## src/rtl/ae_seq_pkg.sv

```systemverilog
// rtl/ae_seq_pkg.sv - shared opcodes, AE selects, FSM states and counter sizing for ae_seq
package ae_seq_pkg;

  localparam logic [1:0] OP_ADD = 2'b00;
  localparam logic [1:0] OP_SUB = 2'b01;
  localparam logic [1:0] OP_MUL = 2'b10;
  localparam logic [1:0] OP_CMP = 2'b11;

  localparam logic [1:0] AES_ZERO = 2'b00;
  localparam logic [1:0] AES_PASS = 2'b01;
  localparam logic [1:0] AES_INV  = 2'b10;
  localparam logic [1:0] AES_ONES = 2'b11;

  typedef enum logic [1:0] {
    S_IDLE = 2'b00,
    S_EXEC = 2'b01,
    S_MUL  = 2'b10,
    S_DONE = 2'b11
  } state_t;

  // Bits needed to count 0..n-1; never below 1 so the counter always exists.
  function automatic int cnt_width(input int n);
    int w;
    w = 1;
    for (int i = 0; i < 32; i++) begin
      if ((1 << w) < n) w = w + 1;
    end
    return w;
  endfunction

endpackage

```

## src/rtl/ae_seq_if.sv

```systemverilog
// rtl/ae_seq_if.sv - command and result handshake bundle for ae_seq
interface ae_seq_if #(parameter int N = 8);

  logic         cmd_valid;
  logic         cmd_ready;
  logic [1:0]   cmd_op;
  logic [N-1:0] cmd_a;
  logic [N-1:0] cmd_b;
  logic         res_valid;
  logic         res_ready;
  logic [N-1:0] res_lo;
  logic [N-1:0] res_hi;
  logic         res_c;
  logic         res_z;

  modport master (
    output cmd_valid, cmd_op, cmd_a, cmd_b, res_ready,
    input  cmd_ready, res_valid, res_lo, res_hi, res_c, res_z
  );

  modport slave (
    input  cmd_valid, cmd_op, cmd_a, cmd_b, res_ready,
    output cmd_ready, res_valid, res_lo, res_hi, res_c, res_z
  );

endinterface

```

## src/rtl/ae_seq_mulstep.sv

```systemverilog
// rtl/ae_seq_mulstep.sv - one shift-add product step; AE_SEQ_SIGNED_MUL_EN selects two's complement fill
module ae_seq_mulstep
  import ae_seq_pkg::*;
#(
  parameter int N = 8
) (
  input  logic [N-1:0] add_sum,
  input  logic         add_cout,
  input  logic [N-2:0] p_lo_upper,
`ifdef AE_SEQ_SIGNED_MUL_EN
  input  logic         p_hi_msb,
  input  logic [1:0]   ae_s,
  input  logic         ae_b_msb,
`endif
  output logic [N-1:0] p_hi_nxt,
  output logic [N-1:0] p_lo_nxt
);

  logic fill;

`ifdef AE_SEQ_SIGNED_MUL_EN
  logic aeout_msb;

  always_comb begin
    aeout_msb = 1'b0;
    case (ae_s)
      AES_ZERO: aeout_msb = 1'b0;
      AES_PASS: aeout_msb = ae_b_msb;
      AES_INV:  aeout_msb = ~ae_b_msb;
      default:  aeout_msb = 1'b1;
    endcase
  end

  // True sign of the N+1-bit sum of two sign-extended operands.
  assign fill = p_hi_msb ^ aeout_msb ^ add_cout;
`else
  assign fill = add_cout;
`endif

  assign p_hi_nxt = {fill, add_sum[N-1:1]};
  assign p_lo_nxt = {add_sum[0], p_lo_upper};

endmodule

```

## src/rtl/ae_seq.sv

```systemverilog
// rtl/ae_seq.sv - ALU command sequencer driving the AE array and ripple adder
// Optional two's complement MUL when AE_SEQ_SIGNED_MUL_EN is defined.
module ae_seq
  import ae_seq_pkg::*;
#(
  parameter int N = 8
) (
  input  logic         clk,
  input  logic         rst_n,
  ae_seq_if.slave      bus,
  output logic         ae_m,
  output logic [1:0]   ae_s,
  output logic [N-1:0] ae_b,
  output logic [N-1:0] add_a,
  output logic         add_cin,
  input  logic [N-1:0] add_sum,
  input  logic         add_cout
);

  localparam int CW = cnt_width(N);
  localparam logic [CW-1:0] LAST = CW'(N - 1);

  state_t       state_q, state_d;
  logic [1:0]   op_q, op_d;
  logic [N-1:0] phi_q, phi_d, plo_q, plo_d;
  logic [CW-1:0] cnt_q, cnt_d;
  logic         ae_m_q, ae_m_d;
  logic [1:0]   ae_s_q, ae_s_d;
  logic [N-1:0] ae_b_q, ae_b_d, add_a_q, add_a_d;
  logic         add_cin_q, add_cin_d;
  logic         cmd_ready_q, cmd_ready_d, res_valid_q, res_valid_d;
  logic [N-1:0] res_lo_q, res_lo_d, res_hi_q, res_hi_d;
  logic         res_c_q, res_c_d, res_z_q, res_z_d;
  logic [N-1:0] phi_nxt, plo_nxt;

  ae_seq_mulstep #(.N(N)) u_mulstep (
    .add_sum    (add_sum),
    .add_cout   (add_cout),
    .p_lo_upper (plo_q[N-1:1]),
`ifdef AE_SEQ_SIGNED_MUL_EN
    .p_hi_msb   (phi_q[N-1]),
    .ae_s       (ae_s_q),
    .ae_b_msb   (ae_b_q[N-1]),
`endif
    .p_hi_nxt   (phi_nxt),
    .p_lo_nxt   (plo_nxt)
  );

  always_comb begin
    state_d     = state_q;
    op_d        = op_q;
    phi_d       = phi_q;
    plo_d       = plo_q;
    cnt_d       = cnt_q;
    ae_m_d      = ae_m_q;
    ae_s_d      = ae_s_q;
    ae_b_d      = ae_b_q;
    add_a_d     = add_a_q;
    add_cin_d   = add_cin_q;
    res_valid_d = res_valid_q;
    res_lo_d    = res_lo_q;
    res_hi_d    = res_hi_q;
    res_c_d     = res_c_q;
    res_z_d     = res_z_q;

    case (state_q)
      S_IDLE: begin
        if (bus.cmd_valid) begin
          op_d   = bus.cmd_op;
          ae_b_d = bus.cmd_b;
          ae_m_d = 1'b1;
          cnt_d  = '0;
          if (bus.cmd_op == OP_MUL) begin
            phi_d     = '0;
            plo_d     = bus.cmd_a;
            add_a_d   = '0;
            ae_s_d    = bus.cmd_a[0] ? AES_PASS : AES_ZERO;
            add_cin_d = 1'b0;
            state_d   = S_MUL;
          end else begin
            add_a_d   = bus.cmd_a;
            ae_s_d    = (bus.cmd_op == OP_ADD) ? AES_PASS : AES_INV;
            add_cin_d = (bus.cmd_op != OP_ADD);
            state_d   = S_EXEC;
          end
        end
      end
      S_EXEC: begin
        res_lo_d    = (op_q == OP_CMP) ? '0 : add_sum;
        res_hi_d    = '0;
        res_c_d     = add_cout;
        res_z_d     = (add_sum == '0);
        res_valid_d = 1'b1;
        state_d     = S_DONE;
      end
      S_MUL: begin
        phi_d = phi_nxt;
        plo_d = plo_nxt;
        if (cnt_q == LAST) begin
          cnt_d       = '0;
          res_hi_d    = phi_nxt;
          res_lo_d    = plo_nxt;
          res_c_d     = 1'b0;
          res_z_d     = ({phi_nxt, plo_nxt} == '0);
          res_valid_d = 1'b1;
          state_d     = S_DONE;
        end else begin
          cnt_d     = cnt_q + CW'(1);
          add_a_d   = phi_nxt;
          ae_s_d    = plo_nxt[0] ? AES_PASS : AES_ZERO;
          add_cin_d = 1'b0;
`ifdef AE_SEQ_SIGNED_MUL_EN
          // The multiplier sign bit carries weight -2^(N-1): subtract on the last step.
          if (cnt_d == LAST && plo_nxt[0]) begin
            ae_s_d    = AES_INV;
            add_cin_d = 1'b1;
          end
`endif
        end
      end
      default: begin
        if (bus.res_ready) begin
          res_valid_d = 1'b0;
          state_d     = S_IDLE;
        end
      end
    endcase

    // Array/adder controls fall back to their quiet values once no step is pending.
    if (state_d == S_DONE || state_d == S_IDLE) begin
      ae_m_d    = 1'b0;
      ae_s_d    = AES_ZERO;
      ae_b_d    = '0;
      add_a_d   = '0;
      add_cin_d = 1'b0;
    end

    cmd_ready_d = (state_d == S_IDLE);
  end

  always_ff @(posedge clk or negedge rst_n) begin
    if (!rst_n) begin
      state_q     <= S_IDLE;
      op_q        <= OP_ADD;
      phi_q       <= '0;
      plo_q       <= '0;
      cnt_q       <= '0;
      ae_m_q      <= 1'b0;
      ae_s_q      <= AES_ZERO;
      ae_b_q      <= '0;
      add_a_q     <= '0;
      add_cin_q   <= 1'b0;
      cmd_ready_q <= 1'b0;
      res_valid_q <= 1'b0;
      res_lo_q    <= '0;
      res_hi_q    <= '0;
      res_c_q     <= 1'b0;
      res_z_q     <= 1'b0;
    end else begin
      state_q     <= state_d;
      op_q        <= op_d;
      phi_q       <= phi_d;
      plo_q       <= plo_d;
      cnt_q       <= cnt_d;
      ae_m_q      <= ae_m_d;
      ae_s_q      <= ae_s_d;
      ae_b_q      <= ae_b_d;
      add_a_q     <= add_a_d;
      add_cin_q   <= add_cin_d;
      cmd_ready_q <= cmd_ready_d;
      res_valid_q <= res_valid_d;
      res_lo_q    <= res_lo_d;
      res_hi_q    <= res_hi_d;
      res_c_q     <= res_c_d;
      res_z_q     <= res_z_d;
    end
  end

  assign ae_m          = ae_m_q;
  assign ae_s          = ae_s_q;
  assign ae_b          = ae_b_q;
  assign add_a         = add_a_q;
  assign add_cin       = add_cin_q;
  assign bus.cmd_ready = cmd_ready_q;
  assign bus.res_valid = res_valid_q;
  assign bus.res_lo    = res_lo_q;
  assign bus.res_hi    = res_hi_q;
  assign bus.res_c     = res_c_q;
  assign bus.res_z     = res_z_q;

endmodule

```

## src/flat_wrapper.sv

```systemverilog
// flat-port wrapper written by rule: the top's interface ports become plain ports
module ae_seq_flat import ae_seq_pkg::*;
#(
  parameter int N = 8
)
  (clk, rst_n, ae_m, ae_s, ae_b, add_a, add_cin, add_sum, add_cout, bus_cmd_valid, bus_cmd_op, bus_cmd_a, bus_cmd_b, bus_res_ready, bus_cmd_ready, bus_res_valid, bus_res_lo, bus_res_hi, bus_res_c, bus_res_z);
  ae_seq_if #(.N(N)) bus_i ();
  input  logic clk;
  input  logic rst_n;
  output logic ae_m;
  output logic [1:0] ae_s;
  output logic [N-1:0] ae_b;
  output logic [N-1:0] add_a;
  output logic add_cin;
  input  logic [N-1:0] add_sum;
  input  logic add_cout;
  input wire logic [$bits(bus_i.cmd_valid)-1:0] bus_cmd_valid;
  input wire logic [$bits(bus_i.cmd_op)-1:0] bus_cmd_op;
  input wire logic [$bits(bus_i.cmd_a)-1:0] bus_cmd_a;
  input wire logic [$bits(bus_i.cmd_b)-1:0] bus_cmd_b;
  input wire logic [$bits(bus_i.res_ready)-1:0] bus_res_ready;
  output wire logic [$bits(bus_i.cmd_ready)-1:0] bus_cmd_ready;
  output wire logic [$bits(bus_i.res_valid)-1:0] bus_res_valid;
  output wire logic [$bits(bus_i.res_lo)-1:0] bus_res_lo;
  output wire logic [$bits(bus_i.res_hi)-1:0] bus_res_hi;
  output wire logic [$bits(bus_i.res_c)-1:0] bus_res_c;
  output wire logic [$bits(bus_i.res_z)-1:0] bus_res_z;
  assign bus_i.cmd_valid = bus_cmd_valid;
  assign bus_i.cmd_op = bus_cmd_op;
  assign bus_i.cmd_a = bus_cmd_a;
  assign bus_i.cmd_b = bus_cmd_b;
  assign bus_i.res_ready = bus_res_ready;
  assign bus_cmd_ready = bus_i.cmd_ready;
  assign bus_res_valid = bus_i.res_valid;
  assign bus_res_lo = bus_i.res_lo;
  assign bus_res_hi = bus_i.res_hi;
  assign bus_res_c = bus_i.res_c;
  assign bus_res_z = bus_i.res_z;
  ae_seq #(.N(N)) u_core (.clk(clk), .rst_n(rst_n), .bus(bus_i), .ae_m(ae_m), .ae_s(ae_s), .ae_b(ae_b), .add_a(add_a), .add_cin(add_cin), .add_sum(add_sum), .add_cout(add_cout));
endmodule
```

## config.mk

```make
export PLATFORM = sky130hd
export DESIGN_NAME = ae_seq_flat
export DESIGN_NICKNAME = d
export VERILOG_FILES = /design/src/rtl/ae_seq_pkg.sv /design/src/rtl/ae_seq_if.sv /design/src/rtl/ae_seq_mulstep.sv /design/src/rtl/ae_seq.sv /design/src/flat_wrapper.sv
export SDC_FILE = /design/constraint.sdc
export NUM_CORES = 1
export LEC_CHECK = 0
export CAP_MARGIN = 10
export CORE_MARGIN = 4
export CORE_UTILIZATION = 52
export CTS_BUF_LIST = sky130_fd_sc_hd__clkbuf_16
export DETAILED_ROUTE_END_ITERATION = 7
export PLACE_DENSITY_LB_ADDON = 0.25
export REMOVE_ABC_BUFFERS = 1
export SYNTH_ARGS = -nofsm -noshare
export SYNTH_HDL_FRONTEND = slang
export SYNTH_HIERARCHICAL = 1
export SYNTH_SLANG_ARGS = --single-unit
```

## constraint.sdc

```tcl
create_clock -name clk -period 3.6 [get_ports clk]
set_clock_uncertainty 0.1 [all_clocks]
set_input_delay 0.36 -clock clk [delete_from_list [all_inputs] [get_ports clk]]
set_output_delay 0.36 -clock clk [all_outputs]
set_load 0.02 [all_outputs]
```

==> flow_metrics.py, run 1 <==
metrics = {
    "status": {
        "status": "finished, final reports clean",
    },
    "floorplanning": {
        "num_rows": 25,
        "die_h_um": 78.6,
        "die_w_um": 78.6,
        "ios": 71,
        "start_util_pct": 54.1,
        "die_area_um2": 6180,
        "core_area_um2": 4790,
    },
    "routing": {
        "drc": 0,
        "drt_iter0_drc": 139,
        "via_per_inst": 5.42,
        "ant_nets": 0,
        "wl_mm": 6.09,
        "first_pass_iters": 4,
        "wl_per_cell_um": 15.6,
        "routed-via-count": 2119,
    },
    "placed_design": {
        "dp_cells": 382,
        "gp_congestion": 0.883,
        "hpwl_mm": 4.36,
        "numPortBuffers": 70,
    },
    "timing": {
        "finalSetupTns_ns": 0,
        "max-slew-margin-rel_pct": 53.1,
        "fin_crit_sh_pct": 85.2,
        "rsz0062_at_grt": "false",
        "worst_hold_slack_ns": 0.379,
        "setup_viol": 0,
        "hold_violations": 0,
        "min_period_ns": 3.07,
        "slew_violations": 0,
        "fmax_mhz": 326,
        "worst-slew-pin-transition_ns": 0.703,
    },
    "logic_synthesis": {
        "synth.avg_cell_area_um2": 9.56,
        "synth_top_cell_by_area": "dfrtp_1",
        "synth-async-reset-ratio_pct": 100,
        "yosysMostFrequentCell": "nand2_1",
        "syn_area_um2": 2590,
        "yosys-top-cells-area": "dfrtp_1 (51%), nand2_1 (8.5%), buf_4 (5.2%), o21ai_0 (4.1%), a21oi_1 (3.5%)",
        "synth_top_area_share_pct": 51.2,
        "synthTopCellsByCount": "nand2_1 (59), dfrtp_1 (53), nor2_1 (22)",
        "synth-seq-area-share_pct": 51.2,
        "synth-edff-count": 0,
        "ys_ff_latch": 53,
        "synthFlopType": "dfrtp_1",
        "synth_warnings": 6,
        "ys_types": 38,
        "syn_inst": 271,
    },
    "power_and_ir_drop": {
        "total_power_mw": 3.30,
        "power_leakage_nw": 1.41,
        "power_density_nw_per_um2": 982,
        "vdd_drop_max_v": 0.000962,
    },
    "critical_path": {
        "worstPathRequired_ns": 3.67,
        "r2r_slack_ns": 0.53,
        "crit_path_start_kind": "register",
        "crit_type": "register to register",
        "r2r_end": "u_core/add_a[1]",
        "critPathArrivalTime_ns": 3.14,
        "r2r-start": "u_core/state_q[0]",
        "reg2reg_depth": 8,
        "cp_max_fo": 19,
        "endpoint_kind": "register",
    },
    "clock_network": {
        "cts_tree": "yes",
        "ctsResizeCount": 0,
        "clock-sinks": 53,
        "root_buffer": "clkbuf_16",
        "htree_levels": 2,
        "cts_buffers": 5,
        "clk_pin_slew_worst_paths_ns": 0.07,
        "clk_latency_ns": 0.29,
        "clock_path_buffers": 2,
    },
    "grt": {
        "grt_pass1_vias": 2241,
        "grt-ovfl-total": 0,
        "grt_first_pass_wirelength_mm": 10.4,
        "grt_max_degree": 36,
        "grt_usage_pct": 21.4,
        "antenna_found_initial": 0,
    },
    "finish": {
        "drive_above_1_share_pct": 5.56,
        "fin_nets": 361,
        "fin_cells": 391,
        "antennaDiodeCount": 0,
        "fillers": 398,
        "area_growth_pct": 29.6,
    },
    "hold_path": {
        "min_to": "u_core/bus.res_hi[1]",
        "min_path_type": "register to register",
        "hp-start": "u_core/bus.res_hi[1]",
        "holdPathStages": 2,
    },
    "flow_run": {
        "drv_cap": 0,
    },
}
==> per-layer routing <==
metal	track usage [%]	wire (µm)	vias up
met5	0	0	-
met4	6.64	53	0
met3	5.16	502	4
met2	33.7	2830	96
met1	29.2	2700	989
li1	-	-	1030
==> final cells by class <==
cell class / instances / area, µm² / share of cell area [%]
tap: 67 / 83.8 / 2.50
multi-input combinational: 183 / 1050 / 31.3
inverter: 5 / 18.8 / 0.559
timing repair buffer: 75 / 736 / 21.9
clock buffer: 5 / 125 / 3.72
sequential: 53 / 1330 / 39.5
clock inverter: 3 / 17.5 / 0.521
==> through the flow <==
step                utilization, %  area (µm²)  setup slack (ns)
floorplan                        -        2400             0.759
global placement              67.0        3210             0.667
detailed placement            67.0        3210             0.483
CTS                           70.2        3360             0.575
global route                  70.2        3360             0.286
finish                        70.2        3360             0.533
==> power by group <==
part / switching, mW / internal, mW / total (mW)
Combinational: 1.11 / 0.718 / 1.83
Clock: 0.209 / 0.255 / 0.465
Sequential: 0.154 / 0.852 / 1.01
==> registers in the layout, indices dropped and copies added (netlist names), 2 cells and up <==
register           count
u_core/op_q            2
u_core/bus.res_hi      8
u_core/ae_b            8
u_core/plo_q           7
u_core/bus.res_lo      8
u_core/add_a           8
u_core/cnt_q           3
u_core/state_q         2
==> cells by family (layout without fill, tap and decap cells) <==
| logic type | count (synthesis) | after routing | share of synthesized area [%] |
|---|---|---|---|
| and+or+nand+nor | 96 | 96 | 15.5 |
| AOI/OAI and AO/OA | 70 | 70 | 17.7 |
| DFF | 53 | 53 | 51.2 |
| buffers and inverters | 35 | 88 | 8.21 |
| muxes | 10 | 10 | 4.06 |
| adders and majority gates | 7 | 7 | 3.38 |
==> what timing repair did <==
item,in CTS,in global routing
setup buffers,0,0
endpoints found under the hold margin,20,0
hold buffers,1,0
==> layout by cell type, fill, tap and decap left out, types with 2 or more instances in the layout <==
cell,netlist,routed
nor2b_1,3,3
a32o_1,2,2
clkinv_1,1,2
a22oi_1,7,7
nor4_1,5,5
buf_4,18,4
o21ai_0,21,21
inv_1,4,4
a21oi_1,18,18
dfrtp_1,53,53
mux2i_1,8,8
nor2_1,22,22
clkbuf_16,0,5
a311oi_1,9,9
nand2_1,59,59
ha_1,7,7
nor3_1,2,2
o21a_1,2,2
clkdlybuf4s50_1,0,69
==> worst max path at each step <==
stage	slack, ns	end	cells past startpoint	from
final	0.53	u_core/add_a[1]	8	u_core/state_q[0]
after floorplan	0.76	u_core/bus.res_z	6	u_core/state_q[0]
after detailed placement	0.48	u_core/add_a[1]	7	bus_cmd_valid
after CTS	0.58	u_core/add_a[1]	8	u_core/state_q[0]
after global placement	0.67	u_core/add_a[5]	7	bus_cmd_valid
after global routing	0.29	u_core/add_a[0]	8	u_core/state_q[0]
==> critical path: stages, from the launching register on <==
cell and delay (ns):
dfrtp_1 0.41, inv_1 0.11, ha_1 0.29, and2_1 0.44, a21oi_1 0.16, o21a_1 0.20
ha_1 0.29, clkinv_1 0.49, a311oi_1 0.46
(Power assumes the default switching activity.)
==> run 2, diff against run 1 <==
Settings changed: CORE_UTILIZATION 52 to 48.
Clock period 3.6 ns to 3.36 ns, I/O delays scaled along.
==> flow_metrics.py, run 2 (synthesis gave the netlist of run 1 again) <==
metrics = {
    "timing": {
        "max-slew-margin-rel_pct": 37.8,
        "slew_violations": 0,
        "fmax_mhz": 341,
        "worst_hold_slack_ns": 0.0913,
        "fin_crit_sh_pct": 87.3,
        "worst-slew-pin-transition_ns": 0.933,
        "finalSetupTns_ns": 0,
        "hold_violations": 0,
        "setup_viol": 0,
        "rsz0062_at_grt": "false",
        "min_period_ns": 2.93,
    },
    "critical_path": {
        "endpoint_kind": "register",
        "critical_path.max_stage_delay_ns": 0.45,
        "crit_path_start_kind": "register",
        "critPathArrivalTime_ns": 3.00,
        "crit_type": "register to register",
        "crit_family": "compound AO/OA/AOI/OAI gates",
        "critPathLaunch": "u_core/state_q[0]",
        "worstPathCellList": "inv_1, ha_1, nand2_1, o211ai_1, o21ai_0, ha_1, clkinv_1, a311oi_1",
        "worstPathRequired_ns": 3.43,
        "path_buf_inv": 2,
        "cp_max_fo": 19,
        "crit_top_cell": "ha_1",
        "cpMaxStageDelayCell": "clkinv_1",
        "r2r-start": "u_core/state_q[0]",
    },
    "routing": {
        "first_pass_iters": 5,
        "wl_met2_mm": 3.00,
        "highest_layer": "met4",
        "drt_iter0_drc": 147,
        "drc": 0,
        "ant_nets": 0,
        "wl_mm": 6.41,
        "via_per_inst": 5.40,
        "route.layer.met1.wl_mm": 2.86,
        "wl_per_cell_um": 16.3,
        "routed-via-count": 2129,
        "wl_met3_um": 453,
    },
    "grt": {
        "grt_first_pass_wirelength_mm": 10.3,
        "grt_usage_pct": 20.3,
        "grt-ovfl-total": 0,
        "grt_max_degree": 43,
        "antenna_found_initial": 0,
        "grt_pass1_vias": 2141,
    },
    "floorplanning": {
        "die_area_um2": 6640,
        "start_util_pct": 50.1,
        "die_h_um": 81.5,
        "num_rows": 26,
        "die_w_um": 81.5,
        "core_area_um2": 5170,
        "ios": 71,
    },
    "clock_network": {
        "cts_tree": "yes",
        "cts_buffers": 5,
        "clock_path_buffers": 2,
        "hold_buffers": 0,
        "ctsResizeCount": 0,
        "htree_levels": 2,
        "root_buffer": "clkbuf_16",
        "cts_setup_buffers": 0,
        "clk_latency_ns": 0.29,
        "clock-sinks": 53,
        "clk_pin_slew_worst_paths_ns": 0.07,
    },
    "placed_design": {
        "hpwl_mm": 4.53,
        "gp_congestion": 0.861,
        "numPortBuffers": 70,
    },
    "finish": {
        "final_cell_mix": "clkdlybuf4s50_1 (69), nand2_1 (59), dfrtp_1 (53)",
        "area_growth_pct": 29.6,
        "antennaDiodeCount": 0,
        "fin_nets": 361,
        "drive_above_1_share_pct": 5.56,
        "final_common_cell": "clkdlybuf4s50_1",
        "fillers": 414,
    },
    "power_and_ir_drop": {
        "vdd_drop_max_v": 0.000517,
        "power_leakage_nw": 1.42,
        "power_density_nw_per_um2": 1060,
    },
    "flow_run": {
        "drv_cap": 0,
    },
    "hold_path": {
        "min_path_type": "input port to asynchronous set/reset pin",
    },
    "status": {
        "status": "finished, final reports clean",
    },
}
==> run 2: cell count changes in the layout (fill, tap and decap cells not counted), sizes merged <==
cell and change:
clkinv -3, dlygate4sd3 -1, buf +1, inv +2, clkinvlp +1
==> run 2: cell type report <==
cell class	count	area [µm²]	share of cell area (%)
multi-input combinational	183	1050	31.3
inverter	5	18.8	0.559
timing repair buffer	75	733	21.8
sequential	53	1330	39.5
tap	70	87.6	2.61
clock inverter	3	15.0	0.447
clock buffer	5	125	3.73
==> run 2: path summary, 6_finish.rpt <==
kind	to	slack (ns)	cells past startpoint
setup / recovery	u_core/add_a[1]	0.43	8
hold / removal	u_core/state_q[1]	0.09	1
setup reg to reg	u_core/add_a[1]	0.43	8
hold reg to reg	u_core/bus.res_hi[6]	0.38	2
max in group asynchronous	u_core/add_a[5]	2.34	2
min in group clk	u_core/bus.res_hi[6]	0.38	2
==> run 2: power breakdown <==
| group | total [mW] | switching [mW] | internal (mW) |
|---|---|---|---|
| Clock | 0.488 | 0.217 | 0.271 |
| Combinational | 1.98 | 1.21 | 0.773 |
| Sequential | 1.08 | 0.166 | 0.913 |
==> run 2: per-layer routing <==
metal | GRT usage [%] | vias up
met3 | 4.82 | 8
li1 | - | 1036
met5 | 0 | -
met4 | 4.05 | 0
met2 | 32.2 | 86
met1 | 28.5 | 999
==> run 2: stage by stage <==
stage	setup WS, ns	total power, mW	utilization [%]	instances	area [µm²]
floorplan	0.519	2.27	-	241	2400
global placement	0.576	2.99	62.2	386	3220
detailed placement	0.471	3.04	62.2	386	3220
CTS	0.450	3.54	64.9	394	3360
global route	0.164	3.82	64.9	394	3360
finish	0.428	3.55	64.9	394	3360
